<file path="config.mk">
export PLATFORM = sky130hd
export DESIGN_NAME = in_port
export DESIGN_NICKNAME = d
export VERILOG_FILES = /design/src/rtl/simple_io_pkg.sv /design/src/rtl/in_port_mem.sv /design/src/rtl/in_port.sv
export SDC_FILE = /design/constraint.sdc
export NUM_CORES = 1
export LEC_CHECK = 0
export BUFFER_PORTS_ARGS = -buffer_cell sky130_fd_sc_hd__buf_2
export CAP_MARGIN = 40
export CELL_PAD_IN_SITES_DETAIL_PLACEMENT = 1
export CELL_PAD_IN_SITES_GLOBAL_PLACEMENT = 1
export CORE_ASPECT_RATIO = 1.25
export CORE_MARGIN = 5
export CORE_UTILIZATION = 48
export CTS_CLUSTER_SIZE = 28
export DETAILED_ROUTE_END_ITERATION = 6
export GPL_TIMING_DRIVEN = 1
export PLACE_DENSITY = 0.8
export SLEW_MARGIN = 20
export SYNTH_ARGS = -nofsm -noshare
export SYNTH_HDL_FRONTEND = slang
export SYNTH_SLANG_ARGS = --single-unit
</file>
<file path="constraint.sdc">
create_clock -name clk -period 3.8 [get_ports clk]
set_clock_uncertainty 0.1 [all_clocks]
set_input_delay 0.76 -clock clk [delete_from_list [all_inputs] [get_ports clk]]
set_output_delay 0.76 -clock clk [all_outputs]
set_load 0.05 [all_outputs]
</file>
<file path="src/rtl/simple_io_pkg.sv">
// Shared definitions for the SIMPLE core I/O registers (input port, output register).
// Word width, default input FIFO depth and the count-width helper live here.
package simple_io_pkg;

    localparam int WORD_W       = 16;
    localparam int IN_DEPTH_DEF = 4;

    typedef logic [WORD_W-1:0] word_t;

    // Occupancy counter must reach DEPTH itself, hence the extra bit.
    function automatic int cnt_w(input int depth);
        return $clog2(depth) + 1;
    endfunction

endpackage

</file>
<file path="src/rtl/in_port_mem.sv">
// Storage array for the input port FIFO: synchronous write, asynchronous read.
// Kept separate so an inferred RAM can replace it without touching the pointer logic.
module in_port_mem #(
    parameter int WIDTH = 16,
    parameter int DEPTH = 4
) (
    input  logic                     clk,
    input  logic                     we,
    input  logic [$clog2(DEPTH)-1:0] wr_addr,
    input  logic [WIDTH-1:0]         wr_data,
    input  logic [$clog2(DEPTH)-1:0] rd_addr,
    output logic [WIDTH-1:0]         rd_word
);

    logic [WIDTH-1:0] mem [DEPTH];

    always_ff @(posedge clk) begin
        if (we) begin
            mem[wr_addr] <= wr_data;
        end
    end

    assign rd_word = mem[rd_addr];

endmodule

</file>
<file path="src/rtl/in_port.sv">
// Input port for the SIMPLE core: small FIFO between an external producer and the IN instruction.
// Define IN_PORT_UFLOW_EN to build the sticky underflow flag; otherwise uflow is tied low.
module in_port
    import simple_io_pkg::*;
#(
    parameter int WIDTH = WORD_W,
    parameter int DEPTH = IN_DEPTH_DEF
) (
    input  logic                      clk,
    input  logic                      rst,
    input  logic                      ext_valid,
    input  logic [WIDTH-1:0]          ext_data,
    output logic                      ext_ready,
    input  logic                      rd_en,
    output logic [WIDTH-1:0]          rd_data,
    output logic                      empty,
    output logic [cnt_w(DEPTH)-1:0]   count,
    output logic                      uflow
);

    localparam int AW = $clog2(DEPTH);
    localparam int CW = cnt_w(DEPTH);

    logic [AW-1:0]    wr_ptr;
    logic [AW-1:0]    rd_ptr;
    logic [WIDTH-1:0] head;
    logic             live;
    logic             full;
    logic             push;
    logic             pop;

    assign full  = (count == CW'(DEPTH));
    assign empty = (count == '0);

    // live keeps ext_ready low until one clean clock after reset release.
    assign ext_ready = live && !rst && !full;
    assign push      = ext_valid && ext_ready;
    assign pop       = rd_en && !empty;

    in_port_mem #(
        .WIDTH (WIDTH),
        .DEPTH (DEPTH)
    ) u_mem (
        .clk     (clk),
        .we      (push),
        .wr_addr (wr_ptr),
        .wr_data (ext_data),
        .rd_addr (rd_ptr),
        .rd_word (head)
    );

    always_ff @(posedge clk) begin
        if (rst) begin
            live    <= 1'b0;
            wr_ptr  <= '0;
            rd_ptr  <= '0;
            count   <= '0;
            rd_data <= '0;
        end else begin
            live <= 1'b1;
            if (push) begin
                wr_ptr <= wr_ptr + AW'(1);
            end
            if (pop) begin
                rd_ptr  <= rd_ptr + AW'(1);
                rd_data <= head;
            end
            if (push && !pop) begin
                count <= count + CW'(1);
            end else if (pop && !push) begin
                count <= count - CW'(1);
            end
        end
    end

`ifdef IN_PORT_UFLOW_EN
    logic uflow_q;

    always_ff @(posedge clk) begin
        if (rst) begin
            uflow_q <= 1'b0;
        end else if (rd_en && empty) begin
            uflow_q <= 1'b1;
        end
    end

    assign uflow = uflow_q;
`else
    assign uflow = 1'b0;
`endif

endmodule
</file>
Yosys cells after proc, flatten, opt, wreduce, memory -nomap -nowiden
Memory sizes are Yosys's and may differ from the RTL's. A register that Yosys moved wholly into a read port is not among the register bits.
Index checks and enable logic that the tools add are counted.
{ "op_classes": {"mux": 5, "eq_ne": 1, "n_reduce_logical": 13, "n_addsub": 4} }
{ "ops": {"columns": ["op", "count"], "rows": [
  ["$logic_and 1x1->1", 6],
  ["$mux 3", 2],
  ["$logic_not 1->1", 5],
  ["$add 2x1->2 const B", 2],
  ["$add 3x1->3 const B", 1],
  ["$eq 3x3->1 const B", 1],
  ["$logic_not 3->1", 1],
  ["$mux 1", 3],
  ["$sub 3x1->3 const B", 1],
  ["$reduce_bool 2->1", 1]
]} }
{ "word_totals": {"reg_bits": 8, "out_inout_bits": 22, "mem_bits_rw": 64, "elab_cells": 28, "mem_count": 1} }
{ "mem_list": {"columns": ["name", "words", "word_bits", "rd", "rd_clocked_by_memory_dff", "write_ports", "line", "text"], "rows": [
  ["u_mem.mem", 4, 16, 1, 1, 1, "in_port_mem.sv:15", "logic [WIDTH-1:0] mem [DEPTH];"]
]} }

Logic depth before layout (Yosys ltp)
Gate-level depths: netlist of the first run.
{ "logic_depth": {"depth_word": 8, "mapped_depth": 8, "mapped_depth_nobuf": 8} }

Modules after synthesis
From an unflattened synthesis of the first run, not the netlist that was laid out.
{ "unflattened": {"hier_cells": 198, "hier_area_um2": 3318.2} }
{ "by_module_without_submodules": {"columns": ["mod", "seq_area_each_um2", "instances", "area_per_inst_um2", "cells_each"], "rows": [
  ["in_port_mem", 1921.8, 1, 2377.3, 88],
  ["in_port", 480.5, 1, 940.9, 110]
]} }

Worst setup path before layout of the first run
Ideal clock, no wire load.
{ "synth_path": {"kind": "register to register", "start": "register count[0]", "end": "register count[2]", "arrival_ps": 2477, "path_buffers": 0, "setup_slack_ps": 1154, "path_stages_with_launch": 9, "cell_sequence": "dfxtp_1 nor3b_1 nor3_1 ha_1 inv_1 fa_1 xor2_1 or3_2 a21oi_1"} }
{ "synth_via": {"elab_chain_len": 7, "word_cells_on_any_way": 16, "classes_between": "add/sub: 2; eq/ne: 1; mux: 2; reduce/logical: 11"} }
{ "synth_lines": {"columns": ["item", "line", "text"], "rows": [
  ["start, declared", "in_port.sv:17", "output logic [cnt_w(DEPTH)-1:0] count,"],
  ["start signal, assigned", "in_port.sv:69", "count <= count + CW'(1);"],
  ["start signal, assigned", "in_port.sv:71", "count <= count - CW'(1);"],
  ["$eq 3x3->1 *", "in_port.sv:32", "assign full = (count == CW'(DEPTH));"],
  ["$logic_not 1->1 *", "in_port.sv:36", "assign ext_ready = live && !rst && !full;"],
  ["$logic_and 1x1->1 *", "in_port.sv:36", null],
  ["$logic_and 1x1->1 *", "in_port.sv:37", "assign push = ext_valid && ext_ready;"],
  ["named net push", "in_port.sv:29", "logic push;"],
  ["$logic_not 1->1", "in_port.sv:70", "end else if (pop && !push) begin"],
  ["$logic_and 1x1->1", "in_port.sv:70", null],
  ["$reduce_bool 2->1 (no source line)", null, null]
]} }
The timed path passes the listed nets; every way through them passes the cells marked *. The select of a mux whose other input is x is not followed.
A chain may end at the register's enable or synchronous reset.

Final worst setup path of the first run
{ "layout_path": {"start": "register count[2]", "end": "output port ext_ready"} }
{ "layout_via": {"elab_chain_len": 3} }
{ "layout_lines": {"columns": ["item", "line", "text"], "rows": [
  ["$eq 3x3->1", "in_port.sv:32", null],
  ["$logic_not 1->1", "in_port.sv:36", null],
  ["$logic_and 1x1->1", "in_port.sv:36", null],
  ["end, declared", "in_port.sv:13", "output logic ext_ready,"]
]} }
No other way between the ends.

==> flow_summary.toml, run 1 <==
[routing]
antenna_left = 0
via_per_inst = 5.397
drtIter0Drc = 155
wl_per_cell_um = 19.69
num_vias = 1684
wl_um = 6144
drc_errors = 0
first_pass_iters = 4

[clock_tree]
cts_buffers = 9
cts-root-buf = "clkbuf_8"
tritoncts = "done"
clk_latency_ps = 340
clkTransAtPathRegs_ps = 80
htree_levels = 3
postCtsHoldBufs = 0
post_cts_buffers = 0
clock-sinks = 88
ctsResizeCount = 0
clk_path_buf_depth = 2

[power]
p_leak_uw = 0.001403
power_density_mw_per_mm2 = 716.6
peakVddDrop_uv = 621.1

[global_route]
grt_usage = 0.1584
grt_max_degree = 18
grt_pass1_vias = 1864
grt_first_pass_wirelength_um = 10120
antenna_found_initial = 0
overflow = 0

[critical_path]
crit_path_cell_trace = "or3b_1, and3_1, buf_2"
cp_num_buf_inv = 1
critical-path-max-stage-delay_ps = 500
crit_required_ps = 2940
cp-start-kind = "flip-flop"
crit_slowest_cell = "or3b_1"
crit_family = "simple AND/OR/NAND/NOR gates"
end_kind = "primary output"
cp_max_fo = 8
critPathArrivalTime_ps = 1760
crit_type = "flip-flop to primary output"

[synthesis]
ys_seq_area_frac = 0.7253
synth_area_mm2 = 0.003312
syn_inst = 172
yosys.area.top_type_share = 0.5803
synth.distinct_cells = 33
synthTopCellsByArea = "edfxtp_1 58%, dfxtp_1 15%, mux4_2 11%"
synth.most_common_cell = "edfxtp_1"
ys.flop_type = "edfxtp_1"
syn_avg_cell_area_um2 = 19.26
syn_nets = 198
synth_common_cells = "64 x edfxtp_1, 24 x dfxtp_1, 16 x a22o_1, 16 x mux4_2"
synth-edff-count = 64
yosysWarnings = 0
synth_area_leader_cell = "edfxtp_1"
yosys_register_bits = 88
async_flop_share = 0

[floorplanning]
coreArea_mm2 = 0.006648
die_w_um = 84.30
dieHeight_um = 102.9
rows = 33
boundaryPins = 42
initial_core_util = 0.4982
dieArea_mm2 = 0.008671

[layout]
finalNonFillerCells = 312
drive_above_1_share = 0.3556
fin_nets = 246
final_design_area_no_fill_mm2 = 0.003830
syn2layout_area_growth_pct = 15.64
num-fill-cells = 615
n_antenna_cell = 0
multi_input_area_um2 = 808.3
seq_area_mm2 = 0.002402

[timing]
tightestPinTransition_ps = 788.4
setup_tns_ps = 0
rsz0062_at_grt = "false"
slew_violations = 0
finalSetupViolations = 0
fin_crit_sh = 0.6891
finalWorstSetupSlack_ps = 1181
hold_viol_final = 0
hold_ws_ps = 376.1
max_freq_mhz = 381.9
maxSlewHeadroom = 0.4738
min_period_ps = 2619

[placement]
place_congestion = 0.7625
placed_cell_area_mm2 = 0.003557
dp_slack_ps = 1004
port_buffers = 40
hpwl_um = 4059
placed_cells = 292

[worst_hold_path]
hold_path.class = "flip-flop to flip-flop"

[outcome]
status = "finished clean"

[run]
maxCapViolCount = 0
[power breakdown]
part,internal (uW),switching (uW)
Combinational,304,533
Sequential,1130,94.4
Clock,371,317
Total,1800,944
[sequential cells by signal, summed over array words and instances (netlist names)]
name / count
rd_ptr: 2
live: 1
wr_ptr: 2
u_mem.mem: 64
rd_data: 16
count: 3
[layout by cell type (no fill, tap or decap)]
cell	Yosys	layout
o21ai_0	1	1
nor2_1	4	4
inv_1	4	4
o31ai_1	1	1
and2_4	1	1
nor2_2	1	1
clkinvlp_4	0	1
xor2_1	4	4
clkinv_2	0	1
nor3_1	2	2
or3b_1	1	1
bufinv_16	0	2
o31ai_4	1	1
ha_1	5	5
nor3b_1	1	1
o211ai_1	1	1
mux4_2	16	16
a22o_1	16	16
or3_2	1	1
nand2_1	2	2
buf_2	2	40
conb_1	1	1
buf_8	1	5
clkbuf_8	0	9
o311ai_0	1	1
and3_1	5	5
fa_1	1	1
mux2i_1	1	1
dfxtp_1	24	24
a21oi_1	1	1
nand3_1	2	2
edfxtp_1	64	64
clkinv_4	0	1
clkbuf_1	1	2
and3b_1	1	1
buf_4	2	1
[path summary, 6_finish.rpt]
path | from | end | slack (ps) | cells past startpoint
hold / removal | rd_data[6] | rd_data[6] | 380 | 1
setup reg to reg | count[0] | count[2] | 1280 | 8
setup / recovery | count[2] | ext_ready | 1180 | 3
hold reg to reg | rd_data[6] | rd_data[6] | 380 | 1
[worst reg2reg max path, stage by stage, from the launching register on]
cell,delay [ps]
dfxtp_1,550
nor3b_1,130
nor3_1,280
ha_1,240
inv_1,70
fa_1,390
xor2_1,170
or3_2,410
a21oi_1,140
[stage by stage]
step	total power (uW)	utilization
final	2744	0.5761
after global routing	2893	0.5761
after CTS	2780	0.5671
after detailed placement	2087	0.5351
after global placement	2056	0.5328
after floorplan	1925	-
[metal layers]
metal	track usage	wire length (um)	vias to the layer above
met5	0	0	-
met4	0.05569	86	0
met3	0.04396	289	7
met2	0.2819	3231	41
met1	0.1857	2536	856
li1	-	-	780
[cell families (layout without fill, tap and decap cells)]
family                     after synthesis  after routing  share of synthesized area
AOI/OAI and AO/OA                       22             22                    0.05893
xor gates and xnor gates                 4              4                    0.01058
DFF                                     88             88                     0.7253
muxes                                   17             17                     0.1118
buffers and inverters                   13             66                    0.03060
adders and majority gates                6              6                    0.02493
other                                    1              1                   0.001132
and+or+nand+nor                         21             21                    0.03665
[area by class of cell]
class | count | area share
inverter | 4 | 0.003920
tap | 87 | 0.02842
multi-input combinational | 71 | 0.2110
sequential | 88 | 0.6272
timing repair buffer | 46 | 0.07383
clock buffer | 11 | 0.03430
clock inverter | 5 | 0.02123
Power figures use the tool's default switching activity.
==> inputs of run 2 (changes only) <==
--- a/config.mk
+++ b/config.mk
@@ -5,17 +5,18 @@
 export SDC_FILE = /design/constraint.sdc
 export NUM_CORES = 1
 export LEC_CHECK = 0
+export ABC_AREA = 1
 export BUFFER_PORTS_ARGS = -buffer_cell sky130_fd_sc_hd__buf_2
 export CAP_MARGIN = 40
 export CELL_PAD_IN_SITES_DETAIL_PLACEMENT = 1
 export CELL_PAD_IN_SITES_GLOBAL_PLACEMENT = 1
 export CORE_ASPECT_RATIO = 1.25
 export CORE_MARGIN = 5
-export CORE_UTILIZATION = 48
+export CORE_UTILIZATION = 44
 export CTS_CLUSTER_SIZE = 28
 export DETAILED_ROUTE_END_ITERATION = 6
 export GPL_TIMING_DRIVEN = 1
-export PLACE_DENSITY = 0.8
+export PLACE_DENSITY = 0.81
 export SLEW_MARGIN = 20
 export SYNTH_ARGS = -nofsm -noshare
 export SYNTH_HDL_FRONTEND = slang
==> constraint.sdc (replaced) <==
create_clock -name clk -period 2.55 [get_ports clk]
set_clock_uncertainty 0.1 [all_clocks]
set_input_delay 0.51 -clock clk [delete_from_list [all_inputs] [get_ports clk]]
set_output_delay 0.51 -clock clk [all_outputs]
set_load 0.05 [all_outputs]
==> flow_summary.toml, run 2 <==
[outcome]
status = "finished clean"

[synthesis]
syn_nets = 453
synth_area_leader_cell = "edfxtp_1"
ys.flop_type = "edfxtp_1"
synth_area_mm2 = 0.003889
async_flop_share = 0
synth-simple-area-share = 0.2220
synth_xor_area_frac = 0.002252
synth_top_family_by_area = "simple AND/OR/NAND/NOR gates"
synth-edff-count = 64
yosys_register_bits = 88
yosysWarnings = 0
synth.distinct_cells = 23
synthTopCellsByArea = "edfxtp_1 49%, dfxtp_1 12%, nand2_1 12%"
syn_avg_cell_area_um2 = 9.107
synth-adder-area-share = 0.02124
synth_common_cells = "127 x nand2_1, 98 x inv_1, 64 x edfxtp_1, 44 x nor2_1, 35 x nand3_1"
synthMuxAreaShare = 0
syn_inst = 427
ys_seq_area_frac = 0.6178
synth_compound_gate_area_share = 0.003861
synth.most_common_cell = "nand2_1"
yosys.area.top_type_share = 0.4942

[critical_path]
crit_path_cell_trace = "nor2_2, nand2_1, nand3_2, inv_1, ha_1, inv_1, fa_1, o21ai_0, nor2_1"
cp-start-kind = "flip-flop"
cp_num_cells = 9
cp_max_fo = 7
r2r-start = "count[0]"
r2r_cells = 9
crit_family = "adder cells"
end_kind = "flip-flop"
cp_num_buf_inv = 2
crit_end = "count[1]"
crit_slowest_cell = "fa_1"
crit_top_cell = "inv_1"
rrSetupSlack_ps = 490
r2r_end = "count[1]"
startpoint = "count[0]"
critPathArrivalTime_ps = 2200
crit_type = "flip-flop to flip-flop"
crit_required_ps = 2700
critical-path-max-stage-delay_ps = 410

[clock_tree]
clock-sinks = 88
cts-root-buf = "clkbuf_8"
ctsResizeCount = 0
cts_buffers = 9
clkTransAtPathRegs_ps = 80
htree_levels = 3
postCtsHoldBufs = 0
tritoncts = "done"
clk_latency_ps = 350
post_cts_buffers = 0
clk_path_buf_depth = 2

[power]
power_density_mw_per_mm2 = 993.8
peakVddDrop_uv = 422.2
p_leak_uw = 0.002107

[layout]
seq_area_mm2 = 0.002402
final_cell_mix = "127 x nand2_1, 98 x inv_1, 64 x edfxtp_1"
num-fill-cells = 1059
layout_commonest_cell = "nand2_1"
multi_input_area_um2 = 973.4
finalNonFillerCells = 595
fin_nets = 496
drive_above_1_share = 0.1411
top_regs = "u_mem.mem (64), rd_data (16), count (3)"
n_antenna_cell = 0
largest_register_ffs = 64
regMostFlops = "u_mem.mem"
syn2layout_area_growth_pct = 11.71
final_design_area_no_fill_mm2 = 0.004344

[routing]
num_vias = 2708
antenna_left = 0
first_pass_iters = 5
wl_um = 8053
drc_errors = 0
wl_per_cell_um = 13.53
drtIter0Drc = 139
via_per_inst = 4.551

[timing]
rsz0062_at_grt = "false"
min_period_ps = 2059
max_freq_mhz = 485.7
fin_crit_sh = 0.8075
hold_viol_final = 0
setup_tns_ps = 0
slew_violations = 0
finalSetupViolations = 0

[placement]
place_congestion = 0.7045
hpwl_um = 5435
placed_cell_area_mm2 = 0.004164
port_buffers = 40
placed_cells = 579

[floorplanning]
initial_core_util = 0.4494
dieArea_mm2 = 0.01083
boundaryPins = 42
dieHeight_um = 115.1
rows = 38
coreArea_mm2 = 0.008653
die_w_um = 94.09

[global_route]
overflow = 0
grt_pass1_vias = 2929
grt_usage = 0.1644
grt_max_degree = 36
antenna_found_initial = 0
grt_first_pass_wirelength_um = 13440

[worst_hold_path]
hold_path.class = "primary input to flip-flop"

[run]
maxCapViolCount = 0
-- run 2: changes by cell type in the layout (fill, tap and decap cells not counted), moves of 5 or more --
| cell | before | now |
|---|---|---|
| nand2_1 | 2 | 127 |
| inv_1 | 4 | 98 |
| nor2_1 | 4 | 44 |
| nand3_1 | 2 | 35 |
| a22o_1 | 16 | 0 |
| mux4_2 | 16 | 0 |
| buf_4 | 1 | 8 |
| and3_1 | 5 | 0 |
| buf_8 | 5 | 0 |
-- run 2: through the flow --
stage	total power, uW	setup WS (ps)	hold slack [ps]	util
2_1_floorplan	3155	262.5	438.2	-
3_3_place_gp	3397	267.7	399.2	0.4812
3_5_place_dp	3470	187.1	410.1	0.4812
4_1_cts	4384	450.2	247.3	0.5020
5_1_grt	4609	281.8	254.3	0.5020
6_report	4317	491.0	268.0	0.5020
-- run 2: how the worst min path moves through the flow --
stage	cells past startpoint	end	start	slack, ps
final	1	u_mem.mem[1][12]	ext_data[12]	270
after global routing	1	u_mem.mem[1][12]	ext_data[12]	250
after CTS	1	u_mem.mem[1][12]	ext_data[12]	250
after detailed placement	4	rd_data[2]	rd_data[2]	410
after global placement	4	rd_data[10]	rd_data[10]	400
after floorplan	3	wr_ptr[0]	wr_ptr[0]	440
-- run 2: layer usage --
layer | global-route usage | vias up | share of wire | wire length, um
met2 | 0.3084 | 37 | 0.54 | 4320
li1 | - | 1364 | - | -
met4 | 0.08382 | 0 | 0.022 | 176
met5 | 0 | - | 0 | 0
met3 | 0.01832 | 11 | 0.021 | 171
met1 | 0.1807 | 1296 | 0.42 | 3384
-- run 2: cell type report --
| class | count | share of cell area |
|---|---|---|
| clock buffers | 11 | 0.03024 |
| clock inverters | 5 | 0.01123 |
| multi-input cells | 223 | 0.2241 |
| well taps | 120 | 0.03456 |
| flip-flops and latches | 88 | 0.5530 |
| repair buffers | 48 | 0.05991 |
| inverters | 100 | 0.08698 |
-- run 2: worst reg2reg max path: stages (launching register included) --
cell and delay (ps):
dfxtp_1 360, nor2_2 160, nand2_1 140, nand3_2 150, inv_1 70, ha_1 210
inv_1 90, fa_1 410, o21ai_0 200, nor2_1 80
-- run 2: cell families after synthesis --
family	Yosys count
compound gates	3
fa+ha+maj	6
flops	88
simple gates	212
xor+xnor	1
other cells	1
buf+inv	116
-- run 2: where the power goes --
group          leakage, uW  switching (uW)  total, uW  internal [uW]
Sequential        0.000776            90.9       1780           1690
Combinational      0.00124            1210       1630            415
Clock            0.0000945             462        908            446
Total              0.00211            1770       4320           2550
==> inputs of run 3 (changes only) <==
--- a/config.mk
+++ b/config.mk
@@ -5,18 +5,18 @@
 export SDC_FILE = /design/constraint.sdc
 export NUM_CORES = 1
 export LEC_CHECK = 0
-export ABC_AREA = 1
+export ABC_AREA = 0
 export BUFFER_PORTS_ARGS = -buffer_cell sky130_fd_sc_hd__buf_2
 export CAP_MARGIN = 40
 export CELL_PAD_IN_SITES_DETAIL_PLACEMENT = 1
 export CELL_PAD_IN_SITES_GLOBAL_PLACEMENT = 1
 export CORE_ASPECT_RATIO = 1.25
 export CORE_MARGIN = 5
-export CORE_UTILIZATION = 44
+export CORE_UTILIZATION = 48
 export CTS_CLUSTER_SIZE = 28
 export DETAILED_ROUTE_END_ITERATION = 6
 export GPL_TIMING_DRIVEN = 1
-export PLACE_DENSITY = 0.81
+export PLACE_DENSITY = 0.8
 export SLEW_MARGIN = 20
 export SYNTH_ARGS = -nofsm -noshare
 export SYNTH_HDL_FRONTEND = slang
==> constraint.sdc (replaced) <==
create_clock -name clk -period 1.9 [get_ports clk]
set_clock_uncertainty 0.1 [all_clocks]
set_input_delay 0.38 -clock clk [delete_from_list [all_inputs] [get_ports clk]]
set_output_delay 0.38 -clock clk [all_outputs]
set_load 0.05 [all_outputs]
==> flow_summary.toml, run 3 (same netlist as run 1, synthesis figures left out) <==
[clock_tree]
clkTransAtPathRegs_ps = 80
htree_levels = 3
tritoncts = "done"
clk_latency_ps = 340
clk_path_buf_depth = 2
clock-sinks = 88
cts-root-buf = "clkbuf_8"
cts_buffers = 9

[floorplanning]
initial_core_util = 0.4982
dieArea_mm2 = 0.008671
die_w_um = 84.30
rows = 33
coreArea_mm2 = 0.006648
boundaryPins = 42
dieHeight_um = 102.9

[critical_path]
cp_num_cells = 5
cp_max_fo = 4
cp_num_buf_inv = 3
cp-start-kind = "flip-flop"
critPathArrivalTime_ps = 1660
crit_slowest_cell = "dfxtp_4"
crit_type = "flip-flop to primary output"
end_kind = "primary output"
crit_required_ps = 1420
crit_family = "simple AND/OR/NAND/NOR gates"
critical-path-max-stage-delay_ps = 390
r2r_cells = 8
crit_path_cell_trace = "buf_4, buf_6, or3b_4, and3_4, buf_8"
startpoint = "count[2]"
r2r-start = "count[2]"

[power]
p_leak_uw = 0.001506
switchingPower_uw = 1994
combPwrFrac = 0.358
peakVddDrop_uv = 1135
pwr-share-seq = 0.422
p_int_uw = 3768
sw_frac_of_total = 0.3461
clock_power_share = 0.220
power_density_mw_per_mm2 = 1419

[routing]
antenna_left = 0
drtIter0Drc = 89
num_vias = 1796
drc_errors = 0
first_pass_iters = 4
wl_um = 6833
via_per_inst = 5.393
wl_per_cell_um = 20.52

[worst_hold_path]
hold_depth = 1
min-delay-start = "ext_data[3]"
hold_path.class = "primary input to flip-flop"

[global_route]
grt_usage = 0.1668
grt_first_pass_wirelength_um = 10600
grt_max_degree = 17
overflow = 0
antenna_found_initial = 0
grt_pass1_vias = 1957

[layout]
final_design_area_no_fill_mm2 = 0.004060
largest_register_ffs = 64
regMostFlops = "u_mem.mem"
n_antenna_cell = 0
seq_area_mm2 = 0.002414
fin_nets = 267
layout_commonest_cell = "edfxtp_1"
final_cell_mix = "64 x edfxtp_1, 39 x buf_2, 21 x dfxtp_1"
multi_input_area_um2 = 854.6
top_regs = "u_mem.mem (64), rd_data (16), count (3)"
num-fill-cells = 608
drive_above_1_share = 0.4634
syn2layout_area_growth_pct = 22.59

[timing]
finalWorstSetupSlack_ps = -237.7
fin_crit_sh = 1.125
min_period_ps = 2138
max_freq_mhz = 467.8
tightestPinTransition_ps = 756.4
slew_violations = 0
finalSetupViolations = 34
hold_ws_ps = 149.8
hold_viol_final = 0
rsz0062_at_grt = "true"
maxSlewHeadroom = 0.4952

[placement]
port_buffers = 40
hpwl_um = 4730
placed_cell_area_mm2 = 0.003777
place_congestion = 0.7551

[outcome]
status = "finished, violations left"
failed_checks = "negative setup slack"

[run]
maxCapViolCount = 0
## run 3: path summary, 6_finish.rpt
path / endpoint / slack [ps]
max: ext_ready / -240
min reg2reg: rd_data[6] / 370
min: u_mem.mem[3][3] / 150
max reg2reg: count[2] / -230
## run 3: power groups by stage
stage | logic, uW | clock network (uW) | registers [uW]
3_5_place_dp | 1970 | 0 | 2460
3_3_place_gp | 1920 | 0 | 2440
5_1_grt | 2190 | 1410 | 2450
6_report | 2060 | 1270 | 2430
2_1_floorplan | 978 | 0 | 2920
4_1_cts | 2010 | 1300 | 2420
## run 3: through the flow
| step | cells | total power [uW] | setup slack [ps] | TNS [ps] | utilization |
|---|---|---|---|---|---|
| after floorplan | 172 | 3897 | -219.2 | -324.9 | - |
| after global placement | 314 | 4358 | -232.6 | -232.6 | 0.5682 |
| after detailed placement | 314 | 4423 | -323.9 | -346.9 | 0.5682 |
| after CTS | 330 | 5723 | -235.9 | -398.4 | 0.6014 |
| after global routing | 333 | 6054 | -314.6 | -4678 | 0.6108 |
| final | 333 | 5762 | -237.7 | -2109 | 0.6108 |
## run 3: routing by layer
metal	global-route usage	up-vias	part of all wire
met1	0.1938	933	0.38
met4	0.07054	0	0.0089
met3	0.03437	6	0.035
met5	0	-	0
li1	-	821	-
met2	0.3019	36	0.57
## run 3: layout make-up
class | count | share of cell area
clock inverters | 4 | 0.01325
clock buffers | 12 | 0.03575
flip-flops and latches | 88 | 0.5945
inverters | 4 | 0.003698
multi-input cells | 71 | 0.2105
well taps | 87 | 0.02681
repair buffers | 67 | 0.1156
## run 3: repair_timing
action | CTS | global route
setup endpoints to repair | 2 | 3
pin swaps | 2 | 4
setup buffers | 0 | 3
endpoints found under the hold margin | 0 | 0
gates resized for setup | 6 | 10
hold buffers | 0 | 0
## run 3: worst register-to-register path: cells and delay by family, from the launching register on
family          cells  cell delay, ps
xor+xnor            1             180
compound gates      1             120
fa+ha+maj           2             590
flops               1             370
buf+inv             1              40
simple gates        3             670
